[src/rtl/muldiv_pkg.sv]
// muldiv_pkg: shared definitions for the HI/LO multiply/divide unit.
//   - op encodings (match funct[1:0] of mult/multu/div/divu)
//   - FSM state enumeration used by muldiv_unit
package muldiv_pkg;

  localparam logic [1:0] OP_MULT  = 2'b00;
  localparam logic [1:0] OP_MULTU = 2'b01;
  localparam logic [1:0] OP_DIV   = 2'b10;
  localparam logic [1:0] OP_DIVU  = 2'b11;

  typedef enum logic [1:0] {
    S_IDLE = 2'd0,
    S_RUN  = 2'd1,
    S_DONE = 2'd2
  } state_t;

endpackage

[src/rtl/muldiv_iter.sv]
// muldiv_iter: one combinational iteration of the iterative mul/div datapath.
// Ports:
//   is_div  in   selects restoring-divide step (1) or shift-add step (0)
//   acc     in   2*DATA_W working register
//                  multiply: {partial product hi, remaining multiplier bits}
//                  divide:   {partial remainder, dividend bits / quotient bits}
//   opnd    in   multiplicand magnitude or divisor magnitude
//   acc_nxt out  working register after this iteration
module muldiv_iter #(
  parameter int DATA_W = 32
) (
  input  logic                  is_div,
  input  logic [2*DATA_W-1:0]   acc,
  input  logic [DATA_W-1:0]     opnd,
  output logic [2*DATA_W-1:0]   acc_nxt
);

  logic [DATA_W:0]   mul_sum;
  logic [DATA_W:0]   trial;
  logic [DATA_W:0]   diff;
  logic [DATA_W-1:0] rem_nxt;
  logic              q_bit;

  always_comb begin
    // Shift-add: add the multiplicand into the upper half when the current
    // multiplier LSB is set, then shift the whole register right; the carry
    // becomes the new MSB so nothing is lost.
    mul_sum = {1'b0, acc[2*DATA_W-1:DATA_W]} + (acc[0] ? {1'b0, opnd} : '0);

    // Restoring divide: shift the next dividend bit into the remainder and
    // try to subtract. The remainder is always below the divisor, so a
    // borrow shows up in the extra top bit of the difference.
    trial = {acc[2*DATA_W-1:DATA_W], acc[DATA_W-1]};
    diff  = trial - {1'b0, opnd};
    if (diff[DATA_W]) begin
      rem_nxt = trial[DATA_W-1:0];
      q_bit   = 1'b0;
    end else begin
      rem_nxt = diff[DATA_W-1:0];
      q_bit   = 1'b1;
    end

    if (is_div) acc_nxt = {rem_nxt, acc[DATA_W-2:0], q_bit};
    else        acc_nxt = {mul_sum, acc[DATA_W-1:1]};
  end

endmodule

[src/rtl/muldiv_unit.sv]
// muldiv_unit: iterative multiply/divide unit with its own HI/LO registers.
// Executes mult/multu/div/divu in DATA_W+1 busy cycles and serves mthi/mtlo.
// Ports:
//   clock, reset      rising-edge clock, synchronous active-high reset
//   start, op         begin an operation (op = funct[1:0])
//   a, b              operands; a is also the mthi/mtlo write data
//   mthi, mtlo        write a into HI / LO when not busy
//   mfhi, mflo        HI / LO read this cycle (only qualifies stall)
//   hi, lo            HI / LO registers
//   busy              operation in progress, including the DONE cycle
//   done              one-cycle pulse after HI/LO were written by an op
//   stall             busy and the core is touching HI/LO
module muldiv_unit
  import muldiv_pkg::*;
#(
  parameter int DATA_W = 32
) (
  input  logic              clock,
  input  logic              reset,
  input  logic              start,
  input  logic [1:0]        op,
  input  logic [DATA_W-1:0] a,
  input  logic [DATA_W-1:0] b,
  input  logic              mthi,
  input  logic              mtlo,
  input  logic              mfhi,
  input  logic              mflo,
  output logic [DATA_W-1:0] hi,
  output logic [DATA_W-1:0] lo,
  output logic              busy,
  output logic              done,
  output logic              stall
);

  localparam int CNT_W = $clog2(DATA_W + 1);

  state_t                state_q, state_d;
  logic [CNT_W-1:0]      cnt_q, cnt_d;
  logic [1:0]            op_q, op_d;
  logic                  sign_a_q, sign_a_d;
  logic                  sign_b_q, sign_b_d;
  logic                  b_zero_q, b_zero_d;
  logic [2*DATA_W-1:0]   acc_q, acc_d;
  logic [DATA_W-1:0]     opnd_q, opnd_d;
  logic [DATA_W-1:0]     hi_q, hi_d;
  logic [DATA_W-1:0]     lo_q, lo_d;
  logic                  done_q, done_d;

  logic [2*DATA_W-1:0]   iter_nxt;
  logic                  in_signed, in_sa, in_sb;
  logic [DATA_W-1:0]     a_mag, b_mag;
  logic                  res_signed, res_neg;
  logic [2*DATA_W-1:0]   prod_fix;
  logic [DATA_W-1:0]     quot, rem, quot_fix, rem_fix;
  logic [DATA_W-1:0]     res_hi, res_lo;

  muldiv_iter #(.DATA_W(DATA_W)) u_iter (
    .is_div  (op_q[1]),
    .acc     (acc_q),
    .opnd    (opnd_q),
    .acc_nxt (iter_nxt)
  );

  always_comb begin
    // Operand capture: signed ops run on magnitudes, signs kept aside.
    in_signed = ~op[0];
    in_sa     = in_signed & a[DATA_W-1];
    in_sb     = in_signed & b[DATA_W-1];
    a_mag     = in_sa ? -a : a;
    b_mag     = in_sb ? -b : b;

    // Sign fix applied to the final iteration's output.
    res_signed = ~op_q[0];
    res_neg    = res_signed & (sign_a_q ^ sign_b_q);
    prod_fix   = res_neg ? -iter_nxt : iter_nxt;
    quot       = iter_nxt[DATA_W-1:0];
    rem        = iter_nxt[2*DATA_W-1:DATA_W];
    quot_fix   = res_neg ? -quot : quot;
    // A zero divisor leaves the whole dividend magnitude as remainder, so
    // re-applying a's sign reproduces the original a in HI.
    rem_fix    = (res_signed & sign_a_q) ? -rem : rem;
    if (op_q[1]) begin
      res_hi = rem_fix;
      res_lo = b_zero_q ? '1 : quot_fix;
    end else begin
      res_hi = prod_fix[2*DATA_W-1:DATA_W];
      res_lo = prod_fix[DATA_W-1:0];
    end

    state_d  = state_q;
    cnt_d    = cnt_q;
    op_d     = op_q;
    sign_a_d = sign_a_q;
    sign_b_d = sign_b_q;
    b_zero_d = b_zero_q;
    acc_d    = acc_q;
    opnd_d   = opnd_q;
    hi_d     = hi_q;
    lo_d     = lo_q;
    done_d   = 1'b0;

    case (state_q)
      S_RUN: begin
        acc_d = iter_nxt;
        cnt_d = cnt_q + CNT_W'(1);
        if (cnt_q == CNT_W'(DATA_W - 1)) begin
          hi_d    = res_hi;
          lo_d    = res_lo;
          done_d  = 1'b1;
          state_d = S_DONE;
        end
      end
      S_DONE: begin
        state_d = S_IDLE;
      end
      default: begin
        // start has priority; a simultaneous mthi/mtlo is dropped.
        if (!start) begin
          if (mthi) hi_d = a;
          if (mtlo) lo_d = a;
        end
      end
    endcase

    // The DONE exit edge also samples start, so a held start reissues
    // exactly DATA_W+1 cycles after the previous one.
    if (start && (state_q == S_IDLE || state_q == S_DONE)) begin
      state_d  = S_RUN;
      op_d     = op;
      sign_a_d = in_sa;
      sign_b_d = in_sb;
      b_zero_d = (b == '0);
      cnt_d    = '0;
      acc_d    = op[1] ? {{DATA_W{1'b0}}, a_mag} : {{DATA_W{1'b0}}, b_mag};
      opnd_d   = op[1] ? b_mag : a_mag;
    end
  end

  always_ff @(posedge clock) begin
    if (reset) begin
      state_q  <= S_IDLE;
      cnt_q    <= '0;
      op_q     <= OP_MULT;
      sign_a_q <= 1'b0;
      sign_b_q <= 1'b0;
      b_zero_q <= 1'b0;
      acc_q    <= '0;
      opnd_q   <= '0;
      hi_q     <= '0;
      lo_q     <= '0;
      done_q   <= 1'b0;
    end else begin
      state_q  <= state_d;
      cnt_q    <= cnt_d;
      op_q     <= op_d;
      sign_a_q <= sign_a_d;
      sign_b_q <= sign_b_d;
      b_zero_q <= b_zero_d;
      acc_q    <= acc_d;
      opnd_q   <= opnd_d;
      hi_q     <= hi_d;
      lo_q     <= lo_d;
      done_q   <= done_d;
    end
  end

  assign hi    = hi_q;
  assign lo    = lo_q;
  assign done  = done_q;
  assign busy  = (state_q != S_IDLE);
  assign stall = busy & (start | mthi | mtlo | mfhi | mflo);

endmodule

[config.mk]
export PLATFORM = sky130hd
export DESIGN_NAME = muldiv_unit
export DESIGN_NICKNAME = d
export VERILOG_FILES = /design/src/rtl/muldiv_pkg.sv /design/src/rtl/muldiv_iter.sv /design/src/rtl/muldiv_unit.sv
export SDC_FILE = /design/constraint.sdc
export NUM_CORES = 1
export LEC_CHECK = 0
export BUFFER_PORTS_ARGS = -buffer_cell sky130_fd_sc_hd__buf_4
export CAP_MARGIN = 20
export CORE_UTILIZATION = 39
export CTS_BUF_LIST = sky130_fd_sc_hd__clkbuf_2 sky130_fd_sc_hd__clkbuf_4 sky130_fd_sc_hd__clkbuf_8
export DETAILED_ROUTE_END_ITERATION = 8
export PLACE_DENSITY = 0.63
export SETUP_SLACK_MARGIN = 0.5
export SLEW_MARGIN = 20
export SYNTH_ARGS = -nofsm -noshare
export SYNTH_HDL_FRONTEND = slang
export SYNTH_SLANG_ARGS = --single-unit
[constraint.sdc]
create_clock -name clock -period 11.3 [get_ports clock]
set_clock_uncertainty 0.05 [all_clocks]
set_input_delay 1.13 -clock clock [delete_from_list [all_inputs] [get_ports clock]]
set_output_delay 1.13 -clock clock [all_outputs]
set_load 0.02 [all_outputs]
==> run_results.csv <==
group,metric,value,unit
power,cellLeakagePower,6.60,nW
drt,via_per_inst,6.15,
setup_path,critPathMaxFanout,8,
placed_design,routabilityCongestion,0.967,
synth,synth.yosys.warnings,0,
floorplanning,pin_count,140,
sta,drv_slew,0,
min_path,hold_path_class,"flop to flop",
power,pwr-share-clk,22.6,%
power,switching_share,44.3,%
cts,postCtsSetupBuffers,0,
cts,cts_root_buf,"clkbuf_8",
synth,netlist_area,15800,sq um
synth,synth-main-ff-cell,"dfxtp_1",
cts,cts_hold_buf,0,
grt,grt_pass1_vias,15700,
floorplanning,rows,73,
power,p_comb_share,42.7,%
floorplanning,die_x,203,microns
sta,period_share,57.5,%
finish,drive_gt1_share,11.3,%
setup_path,critPathKind,"flop to flop",
drt,routed_wl,61.8,mm
cts,numCtsBuffers,17,
grt,grt_pass1_wl,93.7,mm
sta,finalSetupViolations,0,
synth,ys_seq_area_share,22.0,%
grt,grt_overflow,0,
placed_design,dpl.hpwl,46.6,mm
sta,period_needed,6500,ps
sta,finalWorstSetupSlack,4800,ps
finish,instances_no_fill,2751,
grt,grt_max_degree,91,
setup_path,crit_arrival,6900,ps
cts,clk_path_buf_depth,2,
run,cap_viol_max_count,0,
sta,fmax,154,MHz
cts,h-tree-depth,4,
drt,drt-initial-drc-count,1665,
synth,postSynthCellCount,2180,
drt,wire_per_inst,22.5,microns
synth,yosys.cell_types.count,94,
power,p_int,1.13,mW
cts,tritoncts,"built",
floorplanning,fp.dieH,203,microns
synth,synthArstFlopShare,0,%
finish,final_cell_mix,"289 x nand2_1, 247 x a21oi_1, 200 x nor2_1, 173 x dfxtp_1, 160 x buf_4",
finish,layout.nets,2360,
grt,antenna_found_initial,0,
placed_design,pre_cts_slack,4950,ps
sta,fin_setup_tns,0,ps
placed_design,dp.cells,2719,
floorplanning,initial_utilization,39.7,%
cts,clock-sinks,174,
sta,finalHoldViolations,0,
drt,drtPass1Iterations,6,
setup_path,crit_required,11700,ps
synth,synth_seq_cells,174,
cts,cts_resized,0,
synth,synth_nets,2327,
setup_path,cp-start-kind,"flop",
floorplanning,coreArea,39800,sq um
finish,final_common_cell,"nand2_1",
outcome,outcome,"completed",
power,power_frac_seq,34.7,%
sta,rsz0062_at_grt,"no",
grt,grt_use_total,29.5,%
power,p_sw,900,uW
sta,max_slew_margin,25.2,%
drt,drc,0,
sta,worst_pin_slew,1120,ps
synth,avgSynthCellArea,7.25,sq um
cts,clkTransAtPathRegs,110,ps
finish,syn_to_final_growth,10.7,%
setup_path,critPathCaptureType,"flop",
placed_design,numPortBuffers,139,
drt,num_vias,16900,
drt,ant_nets,0,
floorplanning,die_area,41300,sq um
power,irDropWorstVdd,0.0000765,V
power,powerDensity,116,nW/um^2
synth,synth-edff-count,0,
cts,clock_latency,530,ps
finish,diodes,0,
## per-layer routing
metal  wire length (microns)  track usage (%)
met1                   26500             39.5
met2                   28100             47.4
met3                    4610             3.42
met4                    2550             13.3
met5                       0                0
## path summary, 6_finish.rpt
kind / start / endpoint / slack [ps] / depth (start not counted)
hold reg to reg: lo[3]$_SDFFE_PP0P_ / lo[3]$_SDFFE_PP0P_ / 410 / 2
setup reg to reg: acc_q[31]$_SDFFE_PP0P_ / hi[16]$_SDFFE_PP0P_ / 4800 / 23
hold / removal: lo[3]$_SDFFE_PP0P_ / lo[3]$_SDFFE_PP0P_ / 410 / 2
setup / recovery: acc_q[31]$_SDFFE_PP0P_ / hi[16]$_SDFFE_PP0P_ / 4800 / 23
## area by class of cell
cell class | count | area (sq um)
repair buffers | 160 | 1200
fillers | 4137 | 22300
well taps | 525 | 657
flip-flops and latches | 174 | 3490
inverters | 63 | 236
multi-input cells | 1797 | 11500
clock buffers | 18 | 241
clock inverters | 14 | 141
## worst max-delay path, stage by stage, from the launching register on
cell and delay, ps:
dfxtp_1 360, inv_1 70, ha_1 150, inv_1 50, fa_1 450, a211oi_2 310, nor3_2 90, o21ai_2 260
a211oi_4 120, o31ai_1 590, nor2_1 290, a21oi_1 380, ha_1 300, o2111ai_1 210, nor4_1 580, and3_1 300
and2_1 210, nor2b_1 520, nor2_1 210, nor3_1 260, a21oi_1 110, xnor2_1 130, a211o_1 290, a21oi_1 120
## sequential cells by signal, indices dropped and copies added, names as in the netlist
register  flops
hi           32
sign_a_q      1
state_q       2
b_zero_q      1
sign_b_q      1
done          1
opnd_q       32
cnt_q         6
op_q          2
acc_q        64
lo           32
## metrics by stage
step                      power [mW]  hold slack, ps  cell area, sq um  util, %
after detailed placement        1.56             396             17100     43.0
after CTS                       2.02             411             17500     43.9
after global placement          1.56             392             17100     43.0
final                           2.03             408             17500     43.9
after global routing            2.13             428             17500     43.9
after floorplan                 1.30             390             15800        -
## synth_stat cells, types with 11 or more instances
cell	n	area [sq um]
o211ai_1	100	751
mux2i_1	76	761
nor4_1	24	150
buf_2	18	90.1
nand4_1	21	131
o21bai_1	11	82.6
o21a_1	23	173
a21oi_1	249	1250
o221ai_1	27	236
o31ai_1	19	143
o21ai_0	93	465
or3_1	21	131
inv_1	62	233
and2_1	43	269
xor2_1	67	587
ha_1	72	901
nand2b_1	20	125
nand3_1	19	95.1
dfxtp_1	174	3480
a211oi_1	41	308
nand2_1	290	1090
nor2b_1	11	68.8
buf_1	20	75.1
nor3_1	62	310
nor2_1	200	751
xnor2_1	97	850
clkbuf_1	104	390
a31oi_1	28	175
a21o_1	26	195
and3_1	11	68.8
## logic make-up (layout without fill, tap and decap cells)
group | count (synthesis) | in the layout | share of synthesized area [%]
AOI/OAI and AO/OA | 713 | 713 | 29.9
xor gates and xnor gates | 164 | 164 | 9.09
adders and majority gates | 74 | 74 | 5.95
buffers and inverters | 209 | 255 | 5.27
DFF | 174 | 174 | 22.0
muxes | 82 | 82 | 5.24
and+or+nand+nor | 764 | 764 | 22.5
## power groups by stage
stage	combinational, mW	clock, mW	sequential (mW)
final	0.866	0.460	0.705
after detailed placement	0.845	0	0.717
after global placement	0.843	0	0.716
after CTS	0.850	0.466	0.703
after floorplan	0.582	0	0.716
after global routing	0.937	0.486	0.710
Power figures use the tool's default switching activity.
